## src/rtl/aep_wr_sched.sv

```systemverilog
// aep_wr_sched: write-request scheduler in front of a small bounded register
// array. Requests are buffered in a FIFO, drained one per cycle, bounds-checked
// against the array depth, and out-of-range writes are dropped and counted.
// With HALT_ON_ERR set, an out-of-range write parks the scheduler in HALT
// until clr_err is pulsed.
module aep_wr_sched #(
  parameter int DW          = 2,
  parameter int AW          = 3,
  parameter int MEM_DEPTH   = 2,
  parameter int MAW         = 1,
  parameter int FIFO_DEPTH  = 4,
  parameter int HALT_ON_ERR = 1
) (
  input  logic                          clk,
  input  logic                          rst,
  // Request handshake: a request transfers on the rising edge where
  // req_valid && req_ready. req_ready depends only on FIFO fullness (and is
  // forced low during reset); a pop in the same cycle does not free a slot
  // for that cycle's request.
  input  logic                          req_valid,
  output logic                          req_ready,
  input  logic [AW-1:0]                 req_addr,
  input  logic [DW-1:0]                 req_data,
  input  logic                          mem_stall,
  output logic                          mem_we,
  output logic [MAW-1:0]                mem_waddr,
  output logic [DW-1:0]                 mem_wdata,
  output logic                          oob_err,
  output logic [7:0]                    err_cnt,
  output logic                          halted,
  input  logic                          clr_err,
  output logic [$clog2(FIFO_DEPTH):0]   fifo_level,
  output logic                          dbg_state
);

  localparam int PW = (FIFO_DEPTH > 1) ? $clog2(FIFO_DEPTH) : 1;
  localparam int LW = $clog2(FIFO_DEPTH) + 1;
  localparam int EW = AW + DW;

  localparam logic [LW-1:0] FULL_LVL = LW'(FIFO_DEPTH);
  localparam logic [LW-1:0] LVL_ONE  = LW'(1);
  localparam logic [PW-1:0] PTR_ONE  = PW'(1);
  localparam logic [AW-1:0] ADDR_LIM = AW'(MEM_DEPTH);

  typedef enum logic {RUN = 1'b0, HALT = 1'b1} state_t;

  state_t state_q, state_d;

  logic [EW-1:0]  fifo_q [FIFO_DEPTH];
  logic [PW-1:0]  wr_ptr_q, rd_ptr_q;
  logic [LW-1:0]  level_q, level_d;

  logic           mem_we_q, mem_we_d;
  logic [MAW-1:0] mem_waddr_q, mem_waddr_d;
  logic [DW-1:0]  mem_wdata_q, mem_wdata_d;
  logic           oob_q, oob_d;
  logic [7:0]     err_q, err_d, err_base;

  logic           full, empty, push, pop, oob_pop;
  logic [EW-1:0]  head;
  logic [AW-1:0]  head_addr;
  logic [DW-1:0]  head_data;
  logic           head_in_range;

  assign full          = (level_q == FULL_LVL);
  assign empty         = (level_q == '0);
  assign req_ready     = !rst && !full;
  assign push          = req_valid && req_ready;
  assign pop           = !empty && !mem_stall && (state_q == RUN);
  assign head          = fifo_q[rd_ptr_q];
  assign head_addr     = head[EW-1:DW];
  assign head_data     = head[DW-1:0];
  assign head_in_range = (head_addr < ADDR_LIM);
  assign oob_pop       = pop && !head_in_range;

  assign mem_we     = mem_we_q;
  assign mem_waddr  = mem_waddr_q;
  assign mem_wdata  = mem_wdata_q;
  assign oob_err    = oob_q;
  assign err_cnt    = err_q;
  assign halted     = (state_q == HALT);
  assign fifo_level = level_q;
  assign dbg_state  = state_q;

  // Request storage: written only on an accepted request, no reset needed.
  always_ff @(posedge clk) begin
    if (push) begin
      fifo_q[wr_ptr_q] <= {req_addr, req_data};
    end
  end

  // Occupancy bookkeeping: push and pop together leave the level unchanged.
  always_comb begin
    level_d = level_q;
    if (push && !pop) begin
      level_d = level_q + LVL_ONE;
    end else if (pop && !push) begin
      level_d = level_q - LVL_ONE;
    end
  end

  // Next state: an out-of-range pop beats a simultaneous clr_err.
  always_comb begin
    state_d = state_q;
    case (state_q)
      RUN: begin
        if (oob_pop && (HALT_ON_ERR != 0)) begin
          state_d = HALT;
        end
      end
      HALT: begin
        if (clr_err) begin
          state_d = RUN;
        end
      end
      default: state_d = RUN;
    endcase
  end

  // Registered array write port and error reporting for the popped entry.
  always_comb begin
    mem_we_d    = 1'b0;
    oob_d       = 1'b0;
    mem_waddr_d = mem_waddr_q;
    mem_wdata_d = mem_wdata_q;
    err_base    = clr_err ? 8'd0 : err_q;
    err_d       = err_base;
    if (pop) begin
      if (head_in_range) begin
        mem_we_d    = 1'b1;
        mem_waddr_d = head_addr[MAW-1:0];
        mem_wdata_d = head_data;
      end else begin
        oob_d = 1'b1;
        if (err_base != 8'hFF) begin
          err_d = err_base + 8'd1;
        end
      end
    end
  end

  // State, pointers and output registers; reset discards buffered requests.
  always_ff @(posedge clk) begin
    if (rst) begin
      state_q     <= RUN;
      wr_ptr_q    <= '0;
      rd_ptr_q    <= '0;
      level_q     <= '0;
      mem_we_q    <= 1'b0;
      mem_waddr_q <= '0;
      mem_wdata_q <= '0;
      oob_q       <= 1'b0;
      err_q       <= 8'd0;
    end else begin
      state_q     <= state_d;
      level_q     <= level_d;
      mem_we_q    <= mem_we_d;
      mem_waddr_q <= mem_waddr_d;
      mem_wdata_q <= mem_wdata_d;
      oob_q       <= oob_d;
      err_q       <= err_d;
      if (push) begin
        wr_ptr_q <= wr_ptr_q + PTR_ONE;
      end
      if (pop) begin
        rd_ptr_q <= rd_ptr_q + PTR_ONE;
      end
    end
  end

endmodule
```

## config.mk

```make
export PLATFORM = sky130hd
export DESIGN_NAME = aep_wr_sched
export DESIGN_NICKNAME = d
export VERILOG_FILES = /design/src/rtl/aep_wr_sched.sv
export SDC_FILE = /design/constraint.sdc
export NUM_CORES = 1
export LEC_CHECK = 0
export BUFFER_PORTS_ARGS = -buffer_cell sky130_fd_sc_hd__buf_2
export CORE_MARGIN = 10
export CORE_UTILIZATION = 59
export CTS_BUF_LIST = sky130_fd_sc_hd__clkbuf_8
export CTS_CLUSTER_DIAMETER = 120
export DETAILED_ROUTE_END_ITERATION = 8
export PLACE_DENSITY = 0.82
export SETUP_SLACK_MARGIN = 0.2
export SYNTH_ARGS = -nofsm -noshare
export SYNTH_HDL_FRONTEND = slang
export SYNTH_SLANG_ARGS = --single-unit
```

## constraint.sdc

```tcl
create_clock -name clk -period 7.9 [get_ports clk]
set_clock_uncertainty 0.2 [all_clocks]
set_input_delay 1.58 -clock clk [delete_from_list [all_inputs] [get_ports clk]]
set_output_delay 1.58 -clock clk [all_outputs]
set_load 0.01 [all_outputs]
```

==> results of run 1 <==
==> cell families (layout without fill, tap and decap cells) <==
kind of cell             Yosys count  in the layout
adder cells (fa/ha/maj)            7              7
AO/OA/AOI/OAI                     19             19
XOR/XNOR                           5              5
multiplexers                       8              8
flip-flops                        43             43
AND/OR/NAND/NOR                   66             66
buffers and inverters             15             43
==> state kept, by name (all words and copies together) (netlist names), 2 cells and up, named ones only <==
signal      flops
err_cnt         8
fifo_level      3
fifo_q         20
mem_wdata       2
rd_ptr_q        2
wr_ptr_q        2
==> final cells by class <==
class | instances | area, um^2
clock buffer | 5 | 68.8
clock inverter | 3 | 43.8
fill | 250 | 906
inverter | 5 | 18.8
multi-input combinational | 105 | 744
sequential | 43 | 1060
tap | 44 | 55.1
timing repair buffer | 30 | 155
==> per-layer routing <==
metal  routed length, um  share of wire (%)  track usage, %  up-vias
met5                   0                  0               0        -
met4                  74                2.0            7.25        0
met3                 151                4.1            3.66        7
met2                1880                 50            22.4       23
met1                1620                 44            15.2      627
li1                    -                  -               -      651
==> worst max-delay path: stages <==
cell and delay (ns):
buf_2 0.36, a21oi_1 0.07, buf_2 0.16
==> cell usage after synthesis <==
cell type,n
mux4_1,3
inv_1,5
buf_4,1
o21ai_0,4
a41o_1,1
nor2b_1,4
dfxtp_1,23
a211oi_1,1
nor4bb_1,1
or4_1,1
or4_4,1
buf_6,2
nand2b_1,3
fa_1,1
o31ai_1,3
xor2_1,2
or3_1,5
a21oi_1,9
nor2_1,12
nand2_1,8
clkbuf_1,6
nand3_1,8
mux2_2,1
and2_1,4
nor4_1,5
nor3_1,7
nand4_1,4
xnor2_1,3
nor4b_1,3
buf_1,1
a221oi_1,1
mux2i_1,4
ha_1,6
edfxtp_1,20
==> how the worst max path moves through the flow <==
| stage | cells past startpoint | endpoint | slack, ns |
|---|---|---|---|
| 2_1_floorplan | 4 | req_ready | 3.65 |
| 3_3_place_gp | 8 | fifo_level[2]$_SDFFE_PP0P_ | 3.89 |
| 3_5_place_dp | 8 | fifo_level[2]$_SDFFE_PP0P_ | 3.72 |
| 4_1_cts | 3 | req_ready | 3.95 |
| 5_1_grt | 8 | fifo_level[2]$_SDFFE_PP0P_ | 3.85 |
| 6_report | 3 | req_ready | 3.95 |
==> power groups by stage <==
stage	Combinational (W)	Clock (W)	Sequential [W]
after floorplan	0.000108	0	0.000284
after global placement	0.000136	0	0.000284
after detailed placement	0.000142	0	0.000286
after CTS	0.000144	0.000173	0.000281
after global routing	0.000159	0.000183	0.000285
final	0.000142	0.000170	0.000281
==> per-stage QoR <==
stage	instances	power, W	hold slack, ns	area (um^2)	setup WS [ns]
floorplan	163	0.000392	0.290	1880	3.65
global placement	227	0.000420	0.270	2030	3.89
detailed placement	227	0.000428	0.275	2030	3.72
CTS	235	0.000598	0.286	2150	3.95
global route	235	0.000627	0.316	2150	3.85
finish	235	0.000593	0.286	2150	3.95
==> cells in the final DEF (no fill, tap or decap), types with 6 or more instances in the layout <==
cell and n:
nand2_1 8, ha_1 6, edfxtp_1 20, nor2_1 12
nor3_1 7, a21oi_1 9, nand3_1 8, buf_2 28
dfxtp_1 23
==> impl_metrics.env, run 1 <==
export IMPL_hold_depth=2
export IMPL_slew_headroom_pct=40.7
export IMPL_power_frac_comb_pct=24.0
export IMPL_final_max_slew_viol_count=0
export IMPL_synthMuxAreaShare_pct=6.92
export IMPL_finish_utilization_pct=70.3
export IMPL_synth_compound_area_share_pct=6.05
export IMPL_crit_fanout=26
export IMPL_tightest_slew_ns=0.883
export IMPL_min_period_ns=3.95
export IMPL_r2r_end="fifo_level[2]$_SDFFE_PP0P_"
export IMPL_synth_top_family_by_area="simple AND/OR/NAND/NOR gates"
export IMPL_ys_seq_area_share_pct=56.4
export IMPL_period_share_pct=50.1
export IMPL_end_kind="output pin"
export IMPL_cp_start_kind="primary input"
export IMPL_hold_violations=0
export IMPL_seq_power_share_pct=47.4
export IMPL_wire_per_inst_um=15.8
export IMPL_synthAdderAreaFrac_pct=5.06
export IMPL_yosys_area_share_xor_xnor_pct=2.33
export IMPL_cts_buffer_depth=2
export IMPL_grt_setup_unrepaired="no"
export IMPL_cts_tree="built"
export IMPL_drc_errors=0
export IMPL_cts_inserted_buffers=5
export IMPL_die_area_um2=5850
export IMPL_holdPathEnd="mem_wdata[1]$_SDFFE_PP0P_"
export IMPL_chipWidth_um=76.5
export IMPL_track_usage_pct=13.4
export IMPL_hold_buffers=0
export IMPL_path_class="in2out"
export IMPL_yosys_warnings=0
export IMPL_max_cap_viol_count=0
export IMPL_synth_distinct_cells=34
export IMPL_ff2ff_setup_slack_ns=4.98
export IMPL_worst_r2r_cell_count=8
export IMPL_post_cts_setup_buffers=0
export IMPL_cts_resized=0
export IMPL_grt_pass1_vias=1260
export IMPL_drt_pass1_iterations=4
export IMPL_outcome="finished, final reports clean"
export IMPL_synth_top_area_cell="edfxtp_1"
export IMPL_ant_nets=0
export IMPL_syn_inst=163
export IMPL_gp_congestion=0.811
export IMPL_startpoint="rst"
export IMPL_worstReg2RegStart="fifo_level[0]$_SDFFE_PP0P_"
export IMPL_port_buffers=28
export IMPL_grt_max_degree=27
export IMPL_setup_viol=0
export IMPL_max_freq_ghz=0.253
export IMPL_diodes=0
export IMPL_avgSynthCellArea_um2=11.5
export IMPL_ctsRootBufferMaster="clkbuf_8"
export IMPL_drive_above_1_share_pct=20.9
export IMPL_synth_nets=180
export IMPL_htree_num_levels=2
export IMPL_p_int_w=0.000413
export IMPL_ys_ff_latch=43
export IMPL_drt_iter0_drc=105
export IMPL_path_clk_slew_ns=0.08
export IMPL_antenna_found_initial=0
export IMPL_areaGrowthSynthToFinish_pct=14.2
export IMPL_via_per_inst=5.57
export IMPL_p_clk_share_pct=28.7
export IMPL_die_y_um=76.5
export IMPL_tns_ns=0
export IMPL_synthSimpleGateAreaFrac_pct=19.2
export IMPL_synth_top_area_share_pct=31.9
export IMPL_final_nets=207
export IMPL_synth_area_um2=1880
export IMPL_hp_start="mem_wdata[1]$_SDFFE_PP0P_"
export IMPL_cts_sinks=43
export IMPL_power_switching_share_pct=30.3
export IMPL_cp_arrival_ns=2.17
export IMPL_core_um2=3050
export IMPL_hold_path_class="reg2reg"
export IMPL_num_vias=1308
export IMPL_num_rows=20
export IMPL_initial_core_util_pct=61.6
export IMPL_p_leak_nw=0.821
export IMPL_synth_area_top_cells="edfxtp_1 (32%), dfxtp_1 (24%), mux4_1 (4.2%)"
export IMPL_worstPathRequired_ns=6.12
export IMPL_drt_wl_total_um=3720
export IMPL_gr_total_overflow=0
export IMPL_p_sw_w=0.000180
export IMPL_place_hpwl_um=2770
export IMPL_grt_pass1_wl_um=6310
export IMPL_powerDensity_nw_per_um2=276
export IMPL_irDropWorstVdd_uv=207
export IMPL_ios=29
export IMPL_clk_latency_ns=0.30
Note: power is estimated with default switching activity, not from simulation.
==> run 2: changes to the inputs <==
--- a/config.mk
+++ b/config.mk
@@ -7,11 +7,11 @@
 export LEC_CHECK = 0
 export BUFFER_PORTS_ARGS = -buffer_cell sky130_fd_sc_hd__buf_2
 export CORE_MARGIN = 10
-export CORE_UTILIZATION = 59
+export CORE_UTILIZATION = 52
 export CTS_BUF_LIST = sky130_fd_sc_hd__clkbuf_8
 export CTS_CLUSTER_DIAMETER = 120
 export DETAILED_ROUTE_END_ITERATION = 8
-export PLACE_DENSITY = 0.82
+export PLACE_DENSITY = 0.77
 export SETUP_SLACK_MARGIN = 0.2
 export SYNTH_ARGS = -nofsm -noshare
 export SYNTH_HDL_FRONTEND = slang
==> constraint.sdc (replaced) <==
create_clock -name clk -period 3.52 [get_ports clk]
set_clock_uncertainty 0.2 [all_clocks]
set_input_delay 0.704 -clock clk [delete_from_list [all_inputs] [get_ports clk]]
set_output_delay 0.704 -clock clk [all_outputs]
set_load 0.01 [all_outputs]
==> impl_metrics.env, run 2 (synthesized netlist as in run 1, its figures left out) <==
export IMPL_drt_wl_total_um=3700
export IMPL_largest_reg_flops=20
export IMPL_areaGrowthSynthToFinish_pct=13.6
export IMPL_ant_nets=0
export IMPL_cp_start_kind="flop"
export IMPL_wire_per_inst_um=15.5
export IMPL_hold_path_class="reg2reg"
export IMPL_htree_num_levels=2
export IMPL_gp_congestion=0.882
export IMPL_cp_arrival_ns=2.75
export IMPL_min_period_ns=2.71
export IMPL_grt_pass1_vias=1298
export IMPL_powerDensity_nw_per_um2=595
export IMPL_p_leak_nw=0.809
export IMPL_num_rows=21
export IMPL_cts_sinks=43
export IMPL_ctsRootBufferMaster="clkbuf_8"
export IMPL_hold_violations=0
export IMPL_ios=29
export IMPL_setup_viol=0
export IMPL_core_um2=3420
export IMPL_grt_setup_unrepaired="no"
export IMPL_final_nets=208
export IMPL_place_hpwl_um=2780
export IMPL_irDropWorstVdd_uv=282
export IMPL_num_fill_cells=292
export IMPL_via_per_inst=5.72
export IMPL_hold_buffers=0
export IMPL_startpoint="fifo_level[0]$_SDFFE_PP0P_"
export IMPL_clk_latency_ns=0.31
export IMPL_crit_fanout=12
export IMPL_period_share_pct=77.0
export IMPL_finish_utilization_pct=62.6
export IMPL_drt_pass1_iterations=4
export IMPL_final_max_slew_viol_count=0
export IMPL_die_y_um=80.1
export IMPL_drt_iter0_drc=145
export IMPL_grt_pass1_wl_um=6030
export IMPL_diodes=0
export IMPL_gr_total_overflow=0
export IMPL_cts_resized=0
export IMPL_cts_tree="built"
export IMPL_end_kind="flop"
export IMPL_max_freq_ghz=0.369
export IMPL_path_class="reg2reg"
export IMPL_num_vias=1362
export IMPL_antenna_found_initial=0
export IMPL_place_ws_ns=0.635
export IMPL_drc_errors=0
export IMPL_hp_start="mem_wdata[0]$_SDFFE_PP0P_"
export IMPL_initial_core_util_pct=55.1
export IMPL_top_register="fifo_q"
export IMPL_final_common_cell="buf_2"
export IMPL_path_clk_slew_ns=0.09
export IMPL_outcome="finished, final reports clean"
export IMPL_worstReg2RegStart="fifo_level[0]$_SDFFE_PP0P_"
export IMPL_track_usage_pct=11.9
export IMPL_setup_slack_ns=0.811
export IMPL_post_dp_cell_area_um2=2040
export IMPL_cts_buffer_depth=2
export IMPL_grt_max_degree=27
export IMPL_cts_inserted_buffers=5
export IMPL_max_cap_viol_count=0
export IMPL_chipWidth_um=80.1
export IMPL_drive_above_1_share_pct=21.4
export IMPL_tightest_slew_ns=0.635
export IMPL_post_cts_setup_buffers=0
export IMPL_slew_headroom_pct=57.4
export IMPL_final_cell_mix="buf_2 (28), dfxtp_1 (23), edfxtp_1 (20)"
export IMPL_port_buffers=28
export IMPL_tns_ns=0
export IMPL_fin_area_um2=2140
export IMPL_die_area_um2=6420
export IMPL_worstPathRequired_ns=3.56
run 2: cell count changes in the layout (fill, tap and decap cells not counted):
cell        delta
bufinv_16      -1
buf_4          +1
clkinv_2       -1
clkinv_4       -1
clkinvlp_4     +2
inv_6          +1
run 2: power by group:
| group | switching (W) | internal, W | total (W) |
|---|---|---|---|
| clock network | 0.000179 | 0.000142 | 0.000320 |
| logic | 0.000179 | 0.000143 | 0.000321 |
| registers | 0.0000521 | 0.000578 | 0.000630 |
| total | 0.000410 | 0.000862 | 0.00127 |
run 2: layer usage:
layer	up-vias	routed length, um	GRT usage, %
met5	-	0	0
met4	0	58	5.28
met3	9	332	4.79
met2	54	1840	19.4
met1	647	1470	13.4
li1	652	-	-
run 2: area by class of cell:
class / count / area (um^2) / share of cell area [%]
Sequential cell: 43 / 1060 / 49.6
Multi-Input combinational cell: 105 / 744 / 34.8
Timing Repair Buffer: 31 / 163 / 7.61
Clock buffer: 5 / 68.8 / 3.22
Tap cell: 46 / 57.6 / 2.69
Clock inverter: 3 / 23.8 / 1.11
Inverter: 5 / 18.8 / 0.878
run 2: worst paths after layout:
check,slack [ns],to,cells past startpoint
hold reg to reg,0.31,mem_wdata[0]$_SDFFE_PP0P_,2
hold / removal,0.31,mem_wdata[0]$_SDFFE_PP0P_,2
setup / recovery,0.81,fifo_level[2]$_SDFFE_PP0P_,10
setup reg to reg,0.81,fifo_level[2]$_SDFFE_PP0P_,10
run 2: critical path, stage by stage (launching register included):
cell	delay, ns
dfxtp_1	0.37
nor3_1	0.27
nor3_1	0.07
buf_4	0.18
inv_1	0.25
ha_1	0.25
inv_1	0.06
fa_1	0.39
xor2_1	0.16
or3_1	0.31
a21oi_1	0.14
run 2: through the flow:
stage / hold slack, ns / power (W) / cells
5_1_grt: 0.331 / 0.00135 / 238
6_report: 0.308 / 0.00127 / 238
3_3_place_gp: 0.285 / 0.000945 / 230
4_1_cts: 0.306 / 0.00128 / 238
2_1_floorplan: 0.290 / 0.000879 / 163
3_5_place_dp: 0.294 / 0.000962 / 230
